==> src/rtl/control_merge.sv <==
// control_merge: nondeterministic merge of SIZE dataflow inputs into one data
// output plus an index output naming the granted input. The index output is
// meant to drive the select of a downstream dataflow mux.
//
// Datapath: arbiter -> one-slot transparent elastic buffer (TEHB) -> eager
// two-way fork (data, index). With the buffer empty, the arbiter output
// reaches the fork in the same cycle. If only one fork branch accepts, the
// token is held in the buffer until the other branch takes it.
//
// Parameters:
//   SIZE        number of input channels (>= 2, SIZE <= 2**INDEX_TYPE)
//   DATA_TYPE   width of each data token
//   INDEX_TYPE  width of the index output
//
// Ports:
//   clk, rst                 clock and synchronous active-high reset
//   ins / ins_valid / ins_ready     packed input channels, channel i at
//                                   ins[i*DATA_TYPE +: DATA_TYPE]
//   outs / outs_valid / outs_ready  merged data output
//   index / index_valid / index_ready  granted-input number output
//   While rst is high, every output is driven to 0.
//
// Optional feature: define CONTROL_MERGE_ROUND_ROBIN_EN for round-robin
// arbitration. The search starts at a pointer, and the pointer advances
// past the winner on every input handshake. Without the macro, the lowest
// valid input always wins.
module control_merge #(
    parameter int SIZE       = 2,
    parameter int DATA_TYPE  = 32,
    parameter int INDEX_TYPE = 1
) (
    input  logic                      clk,
    input  logic                      rst,
    input  logic [SIZE*DATA_TYPE-1:0] ins,
    input  logic [SIZE-1:0]           ins_valid,
    output logic [SIZE-1:0]           ins_ready,
    output logic [DATA_TYPE-1:0]      outs,
    output logic                      outs_valid,
    input  logic                      outs_ready,
    output logic [INDEX_TYPE-1:0]     index,
    output logic                      index_valid,
    input  logic                      index_ready
);
    localparam int PTR_W = $clog2(SIZE);

    logic                  full_q, full_d;
    logic [DATA_TYPE-1:0]  data_q, data_d;
    logic [INDEX_TYPE-1:0] index_q, index_d;
    logic                  sent_d_q, sent_d_d;
    logic                  sent_i_q, sent_i_d;
`ifdef CONTROL_MERGE_ROUND_ROBIN_EN
    logic [PTR_W-1:0]      ptr_q, ptr_d;
`endif

    logic                  arb_valid;
    logic [PTR_W-1:0]      grant;
    logic [DATA_TYPE-1:0]  arb_data;
    logic [INDEX_TYPE-1:0] arb_index;
    logic                  entry_valid;
    logic [DATA_TYPE-1:0]  entry_data;
    logic [INDEX_TYPE-1:0] entry_index;
    logic                  fork_outs_valid, fork_index_valid;
    logic                  fork_done;

    // Arbitration: the first valid input in search order wins.
    always_comb begin
        int idx;
        arb_valid = 1'b0;
        grant     = '0;
        arb_data  = '0;
        idx       = 0;
        for (int k = 0; k < SIZE; k++) begin
`ifdef CONTROL_MERGE_ROUND_ROBIN_EN
            idx = (int'(ptr_q) + k) % SIZE;
`else
            idx = k;
`endif
            if (!arb_valid && ins_valid[idx]) begin
                arb_valid = 1'b1;
                grant     = PTR_W'(idx);
                arb_data  = ins[idx*DATA_TYPE +: DATA_TYPE];
            end
        end
        arb_index = INDEX_TYPE'(grant);
    end

    always_comb begin
        entry_valid      = full_q | arb_valid;
        entry_data       = full_q ? data_q  : arb_data;
        entry_index      = full_q ? index_q : arb_index;
        fork_outs_valid  = entry_valid & ~sent_d_q;
        fork_index_valid = entry_valid & ~sent_i_q;
        fork_done        = entry_valid & (sent_d_q | outs_ready) & (sent_i_q | index_ready);

        for (int i = 0; i < SIZE; i++) begin
            ins_ready[i] = ~rst & arb_valid & ~full_q & (grant == PTR_W'(i));
        end
        outs_valid  = ~rst & fork_outs_valid;
        index_valid = ~rst & fork_index_valid;
        outs        = rst ? '0 : entry_data;
        index       = rst ? '0 : entry_index;
    end

    // Next state of the buffer, the fork sent flags and the pointer.
    always_comb begin
        full_d   = full_q;
        data_d   = data_q;
        index_d  = index_q;
        sent_d_d = sent_d_q;
        sent_i_d = sent_i_q;
`ifdef CONTROL_MERGE_ROUND_ROBIN_EN
        ptr_d    = ptr_q;
        if (arb_valid && !full_q) begin
            ptr_d = (int'(grant) == SIZE - 1) ? '0 : grant + PTR_W'(1);
        end
`endif
        // Capture the arbiter output whenever the fork cannot finish with it.
        // The input still handshakes, so the token has to be kept here.
        if (!full_q && arb_valid && !fork_done) begin
            full_d  = 1'b1;
            data_d  = arb_data;
            index_d = arb_index;
        end else if (full_q && fork_done) begin
            full_d = 1'b0;
        end

        if (fork_done) begin
            sent_d_d = 1'b0;
            sent_i_d = 1'b0;
        end else if (entry_valid) begin
            sent_d_d = sent_d_q | (fork_outs_valid & outs_ready);
            sent_i_d = sent_i_q | (fork_index_valid & index_ready);
        end
    end

    always_ff @(posedge clk) begin
        if (rst) begin
            full_q   <= 1'b0;
            data_q   <= '0;
            index_q  <= '0;
            sent_d_q <= 1'b0;
            sent_i_q <= 1'b0;
`ifdef CONTROL_MERGE_ROUND_ROBIN_EN
            ptr_q    <= '0;
`endif
        end else begin
            full_q   <= full_d;
            data_q   <= data_d;
            index_q  <= index_d;
            sent_d_q <= sent_d_d;
            sent_i_q <= sent_i_d;
`ifdef CONTROL_MERGE_ROUND_ROBIN_EN
            ptr_q    <= ptr_d;
`endif
        end
    end

endmodule

==> config.mk <==
export PLATFORM = sky130hd
export DESIGN_NAME = control_merge
export DESIGN_NICKNAME = d
export VERILOG_FILES = /design/src/rtl/control_merge.sv
export SDC_FILE = /design/constraint.sdc
export NUM_CORES = 1
export LEC_CHECK = 0
export ABC_AREA = 1
export BUFFER_PORTS_ARGS = -buffer_cell sky130_fd_sc_hd__buf_2
export CAP_MARGIN = 5
export CORE_MARGIN = 4
export CORE_UTILIZATION = 51
export DETAILED_ROUTE_END_ITERATION = 16
export PLACE_DENSITY = 0.83
export SLEW_MARGIN = 20
export SYNTH_ARGS = -nofsm -noshare
export SYNTH_HDL_FRONTEND = slang
export SYNTH_SLANG_ARGS = --single-unit
==> constraint.sdc <==
create_clock -name clk -period 3.5 [get_ports clk]
set_input_delay 0.7 -clock clk [delete_from_list [all_inputs] [get_ports clk]]
set_output_delay 0.7 -clock clk [all_outputs]
set_load 0.02 [all_outputs]
## Word-level counts from Yosys, hierarchy flattened

Cells that the tools add are included.

| storage, ports and cells | value |
|---|---|
| input port bits | 70 |
| flip-flop bits (word level) | 36 |
| word-level logic and storage cells | 47 |

| operators by class | value |
|---|---|
| reductions and logical operators | 9 |
| multiplexer cells | 11 |
| bitwise operators | 22 |

Operators with widths:

| operator | count |
|---|---|
| $mux 32 | 4 |
| $and 1x1->1 | 12 |
| $mux 1 | 7 |
| $not 1->1 | 5 |
| $or 1x1->1 | 5 |
| $logic_and 1x1->1 | 4 |
| $logic_not 1->1 | 3 |
| $reduce_bool 2->1 | 1 |
| $reduce_or 2->1 | 1 |

## Longest topological paths before layout

Gate-level depths: netlist of the first run.

| logic depth | value |
|---|---|
| depth after elaboration | 10 |
| depth in mapped cells | 9 |
| gate-level depth less buffers | 7 |

## Worst setup path after synthesis of the first run

Ideal clock, no wire load.

| path | value |
|---|---|
| path kind | input port to output port |
| start | in rst |
| end | out ins_ready[0] |
| data arrival time | 1.778 ns |
| setup slack | 1.022 ns |
| stages on the path | 3 |
| path buffers | 2 |
| data required time | 2.800 ns |
| path through | clkbuf_1 clkbuf_1 nor4_1 |

| on the way | value |
|---|---|
| longest elaborated chain between the ends | 4 |

Ends and longest elaborated chain:

| what | RTL line | text |
|---|---|---|
| start: declaration | 33 | `input logic rst,` |
| $not 1->1 | 96 | `ins_ready[i] = ~rst & arb_valid & ~full_q & (grant == PTR_W'(i));` |
| $and 1x1->1 (3 in a row) | 96 |  |
| end: declaration | 36 | `output logic [SIZE-1:0] ins_ready,` |

Every way passes these cells.

## Final worst setup path of the first run

| path | value |
|---|---|
| start | in ins_valid[1] |
| end | out outs[22] |

| on the way | value |
|---|---|
| longest elaborated chain between the ends | 4 |

Ends and longest elaborated chain:

| what | RTL line | text |
|---|---|---|
| start: declaration | 35 | `input logic [SIZE-1:0] ins_valid,` |
| $logic_and 1x1->1 | 78 | `if (!arb_valid && ins_valid[idx]) begin` |
| $mux 32 | 78 |  |
| $mux 32 | 89 | `entry_data = full_q ? data_q : arb_data;` |
| $mux 32 | 100 | `outs = rst ? '0 : entry_data;` |
| end: declaration | 37 | `output logic [DATA_TYPE-1:0] outs,` |

Every way passes these cells.

==> results_dict.tcl, run 1 <==
set metrics [dict create \
    leakage_nw 1.95 \
    cts_hold_buffers 0 \
    cts.sinks 36 \
    start_util 0.541 \
    timing.setup.tns_ns 0 \
    avgSynthCellArea_um2 5.39 \
    fin_crit_sh 0.757 \
    routed_wl_um 5940 \
    gp_congestion 0.841 \
    cts_made_buffers 5 \
    ys_seq_area_frac 0.298 \
    io_buffers 106 \
    hp-class "flop to flop" \
    status "finished clean" \
    drc 0 \
    cts_tree "built" \
    antenna_left 0 \
    gr-usage-met2 0.368 \
    die-area_um2 5920 \
    dieWidth_um 76.9 \
    fp.dieH_um 76.9 \
    io_pins 107 \
    reg2reg_depth 6 \
    first_pass_iters 4 \
    fin_cells 591 \
    grt_use_met1 0.242 \
    nNetsFinal 608 \
    maxCapViolCount 0 \
    yosys.area.top_type "dfxtp_1" \
    netlist_instances 449 \
    clockBufferDepth 2 \
    finalHoldViolations 0 \
    cts_setup_buffers 0 \
    period_needed_ns 2.65 \
    fmax_ghz 0.377 \
    antenna_found_initial 0 \
    grt_overflow 0 \
    peakVddDrop_mv 0.275 \
    finClkSkew_ns 0.00152 \
    root_buffer "clkbuf_8" \
    grt_max_degree 42 \
    routedWlPerCell_um 10.1 \
    maxSlewViolCount 0 \
    ys_warn_count 0 \
    syn_to_final_growth_pct 23.8 \
    cts-resized-gates 0 \
    yosys.area.top_type_share 0.298 \
    clk_pin_slew_ns 0.07 \
    fp-row-count 24 \
    ys.flop_type "dfxtp_1" \
    num_antenna_cells 0 \
    synthesis.nets 519 \
    crit_fanout 34 \
    synth_cell_types 16 \
    drive_gt1_frac 0.224 \
    yosys-top-cells-area "dfxtp_1 30%, nand2_1 26%, inv_1 11%" \
    grt_usage 0.204 \
    met3_usage 0.0422 \
    place_hpwl_um 4160 \
    core_area_um2 4470 \
    drtIter0Drc 144 \
    rsz0062_at_grt "no" \
    crit_arrival_ns 1.95 \
    dp_cells 583 \
    clk_latency_ns 0.28 \
    critPathLaunchType "input pin" \
    power.total_mw 1.15 \
    setup_viol 0 \
    crit_type "input pin to primary output" \
    grt_pass1_vias 2454 \
    cp.required_ns 2.80 \
    whs_path_depth 2 \
    busiest_layer "met2" \
    multi_input_area_um2 1270 \
    seqCellArea_um2 722 \
    syn_area_um2 2420 \
    synthArstFlopShare 0 \
    r2r_slack_ns 1.80 \
    ys_seq_elements 36 \
    tightest_slew_ns 0.707 \
    htreeDepth 2 \
    viasPerCell 4.63 \
    slew_headroom 0.528 \
    worstSetupEndpointType "primary output" \
    synth-edff-count 0 \
    num_vias 2734 \
    power_density_nw_per_um2 384 \
    grt_pass1_wl_um 10300 \
    fillers 429 \
]
## cells in the mapped netlist, types with 3 or more instances
| cell | count |
|---|---|
| buf_4 | 3 |
| nand3_1 | 3 |
| inv_1 | 72 |
| nand2_1 | 169 |
| clkbuf_1 | 12 |
| o21ai_0 | 34 |
| buf_2 | 8 |
| nor2_1 | 70 |
| buf_6 | 4 |
| dfxtp_1 | 36 |
| a21oi_1 | 33 |
## where the power goes
group	total, mW	switching [mW]	internal, mW	leakage, nW
logic	0.382	0.242	0.140	1.61
registers	0.473	0.0181	0.455	0.298
clock network	0.298	0.137	0.160	0.0455
## cell usage in the layout (no fill, tap or decap), types with 2 or more instances in the layout
master    synthesis  final
clkbuf_1         12      2
buf_2             8    106
nor2_1           70     70
dfxtp_1          36     35
buf_4             3      3
o21ai_0          34     34
a21oi_1          33     33
nand3_1           3      3
clkbuf_8          0      6
nand2_1         169    168
inv_1            72     72
## flip-flops by register name (all words and copies together) (netlist names)
name      count
data_q       32
full_q        1
index_q       1
sent_d_q      1
sent_i_q      1
## per-layer routing
layer,vias to the layer above,part of all wire
met5,-,0
met4,0,0.013
li1,1499,-
met2,69,0.48
met1,1157,0.46
met3,9,0.052
## through the flow
step | cell area [um2] | hold slack, ns | setup WS, ns | util
2_1_floorplan | 2420 | 0.454 | 1.02 | -
3_3_place_gp | 2910 | 0.478 | 0.847 | 0.650
3_5_place_dp | 2910 | 0.487 | 0.823 | 0.650
4_1_cts | 3000 | 0.502 | 0.818 | 0.670
5_1_grt | 3000 | 0.543 | 0.619 | 0.670
6_report | 3000 | 0.501 | 0.849 | 0.670
## area by class of cell
type / count / area share
tap: 52 / 0.0217
multi-input combinational: 312 / 0.425
clock buffer: 8 / 0.0301
timing repair buffer: 110 / 0.191
sequential: 36 / 0.241
inverter: 73 / 0.0914
## path summary, 6_finish.rpt
check | end | startpoint
hold / removal | index_q | index_q
hold reg to reg | index_q | index_q
setup reg to reg | data_q[8] | full_q
setup / recovery | outs[22] | ins_valid[1]
## logic make-up after synthesis
family / share of synthesized area
and+or+nand+nor: 0.386
buffers and inverters: 0.178
AOI/OAI and AO/OA: 0.138
DFF: 0.298
## critical path, stage by stage
cell     delay (ns)
buf_2          0.09
inv_1          0.06
nor2_4         0.54
nand2_1        0.10
nand2_1        0.11
o21ai_0        0.10
inv_1          0.09
buf_2          0.16
Power figures use the tool's default switching activity.
==> run 2, diff against run 1 <==
- CORE_UTILIZATION: 51 -> 43
- PLACE_DENSITY: 0.83 -> 0.75
- clock period: 3.5 -> 2.25 ns (I/O delays scaled with it)
==> results_dict.tcl, run 2 (synthesized netlist as in run 1, its figures left out) <==
set metrics [dict create \
    status "finished clean" \
    fin_crit_sh 0.893 \
    grt_usage 0.183 \
    die-area_um2 6900 \
    top_layer_used "met4" \
    io_pins 107 \
    crit_type "flop to primary output" \
    routedWlPerCell_um 10.2 \
    cts_made_buffers 5 \
    routed_wl_um 6280 \
    wl_met3_um 370 \
    drc 0 \
    p_int_mw 1.19 \
    met2_length_um 3060 \
    core_area_um2 5470 \
    largest_reg_flops 32 \
    fmax_ghz 0.498 \
    cts.sinks 36 \
    drtIter0Drc 137 \
    timing.setup.tns_ns 0 \
    dieWidth_um 83.1 \
    root_buffer "clkbuf_8" \
    crit_arrival_ns 1.56 \
    antenna_left 0 \
    period_needed_ns 2.01 \
    grt_overflow 0 \
    crit_fanout 44 \
    clk_pin_slew_ns 0.07 \
    fp.dieH_um 83.1 \
    first_pass_iters 6 \
    clockBufferDepth 2 \
    p_clk_frac 0.251 \
    setup_viol 0 \
    fp-row-count 27 \
    grt_max_degree 45 \
    num_antenna_cells 0 \
    rsz0062_at_grt "no" \
    grt_pass1_wl_um 11000 \
    num_vias 2753 \
    cts_tree "built" \
    regMostFlops "data_q" \
    gp_congestion 0.781 \
    final_common_cell "nand2_1" \
    leakage_nw 1.99 \
    antenna_found_initial 0 \
    final_cell_mix "168 x nand2_1, 106 x buf_2, 72 x inv_1" \
    place_hpwl_um 4650 \
    slew_headroom 0.669 \
    cts_setup_buffers 0 \
    clk_latency_ns 0.27 \
    power_density_nw_per_um2 585 \
    p_seq_frac 0.406 \
    cts-resized-gates 0 \
    nNetsFinal 613 \
    viasPerCell 4.47 \
    grt_pass1_vias 2570 \
    maxSlewViolCount 0 \
    cp.required_ns 1.80 \
    fillers 575 \
    syn_to_final_growth_pct 27.9 \
    maxCapViolCount 0 \
    htreeDepth 2 \
    finalCoreUtilization 0.566 \
    hp-class "input pin to flop" \
    finalHoldViolations 0 \
    start_util 0.443 \
    worstSetupEndpointType "primary output" \
    whs_ns 0.467 \
    met1_length_um 2820 \
    peakVddDrop_mv 0.267 \
    io_buffers 106 \
    critPathLaunchType "flop" \
    p_sw_frac 0.342 \
    combPwrFrac 0.343 \
    drive_gt1_frac 0.232 \
    p_sw_uw 620 \
    tightest_slew_ns 0.496 \
    cts_hold_buffers 0 \
    finClkSkew_ns 0.00395 \
]
-- run 2: cell types whose count changed in the layout (fill, tap and decap cells not counted), sizes merged --
cell	before	now
buf	110	115
-- run 2: through the flow --
| step | instance area [um2] | power [mW] | std cells | worst slack [ns] |
|---|---|---|---|---|
| after global placement | 3010 | 1.36 | 608 | 0.325 |
| final | 3100 | 1.81 | 616 | 0.242 |
| after floorplan | 2420 | 1.18 | 449 | 0.272 |
| after global routing | 3100 | 1.95 | 616 | 0.119 |
| after detailed placement | 3010 | 1.37 | 608 | 0.325 |
| after CTS | 3100 | 1.83 | 616 | 0.229 |
-- run 2: final timing paths --
kind | startpoint | to | slack, ns | cells past startpoint
setup / recovery | full_q | outs[23] | 0.24 | 5
hold / removal | index_ready | sent_i_q | 0.47 | 3
setup reg to reg | full_q | data_q[18] | 0.70 | 6
hold reg to reg | data_q[30] | data_q[30] | 0.52 | 4
-- run 2: layout make-up --
class                      count  area [um2]  share of cell area
clock buffer                   8        90.1              0.0291
inverter                      73         274              0.0884
multi-input combinational    312        1270               0.411
sequential                    36         722               0.233
tap                           72        90.1              0.0291
timing repair buffer         115         648               0.209
-- run 2: power by group through the flow --
stage                     clock (mW)  sequential, mW  combinational, mW
after floorplan                    0           0.736              0.449
after global placement             0           0.747              0.611
after detailed placement           0           0.750              0.624
after CTS                      0.471           0.736              0.627
after global routing           0.494           0.742              0.713
final                          0.456           0.736              0.621
-- run 2: worst max-delay path, cell delays in order (launching register included) --
cell and delay (ns):
dfxtp_2 0.60, buf_12 0.26, a21oi_1 0.08, o21ai_0 0.12
inv_1 0.06, buf_2 0.16
-- run 2: metal layers --
| metal | up-vias | track usage |
|---|---|---|
| met4 | 0 | 0.0401 |
| met3 | 2 | 0.0387 |
| met5 | - | 0 |
| met2 | 72 | 0.321 |
| li1 | 1510 | - |
| met1 | 1169 | 0.229 |
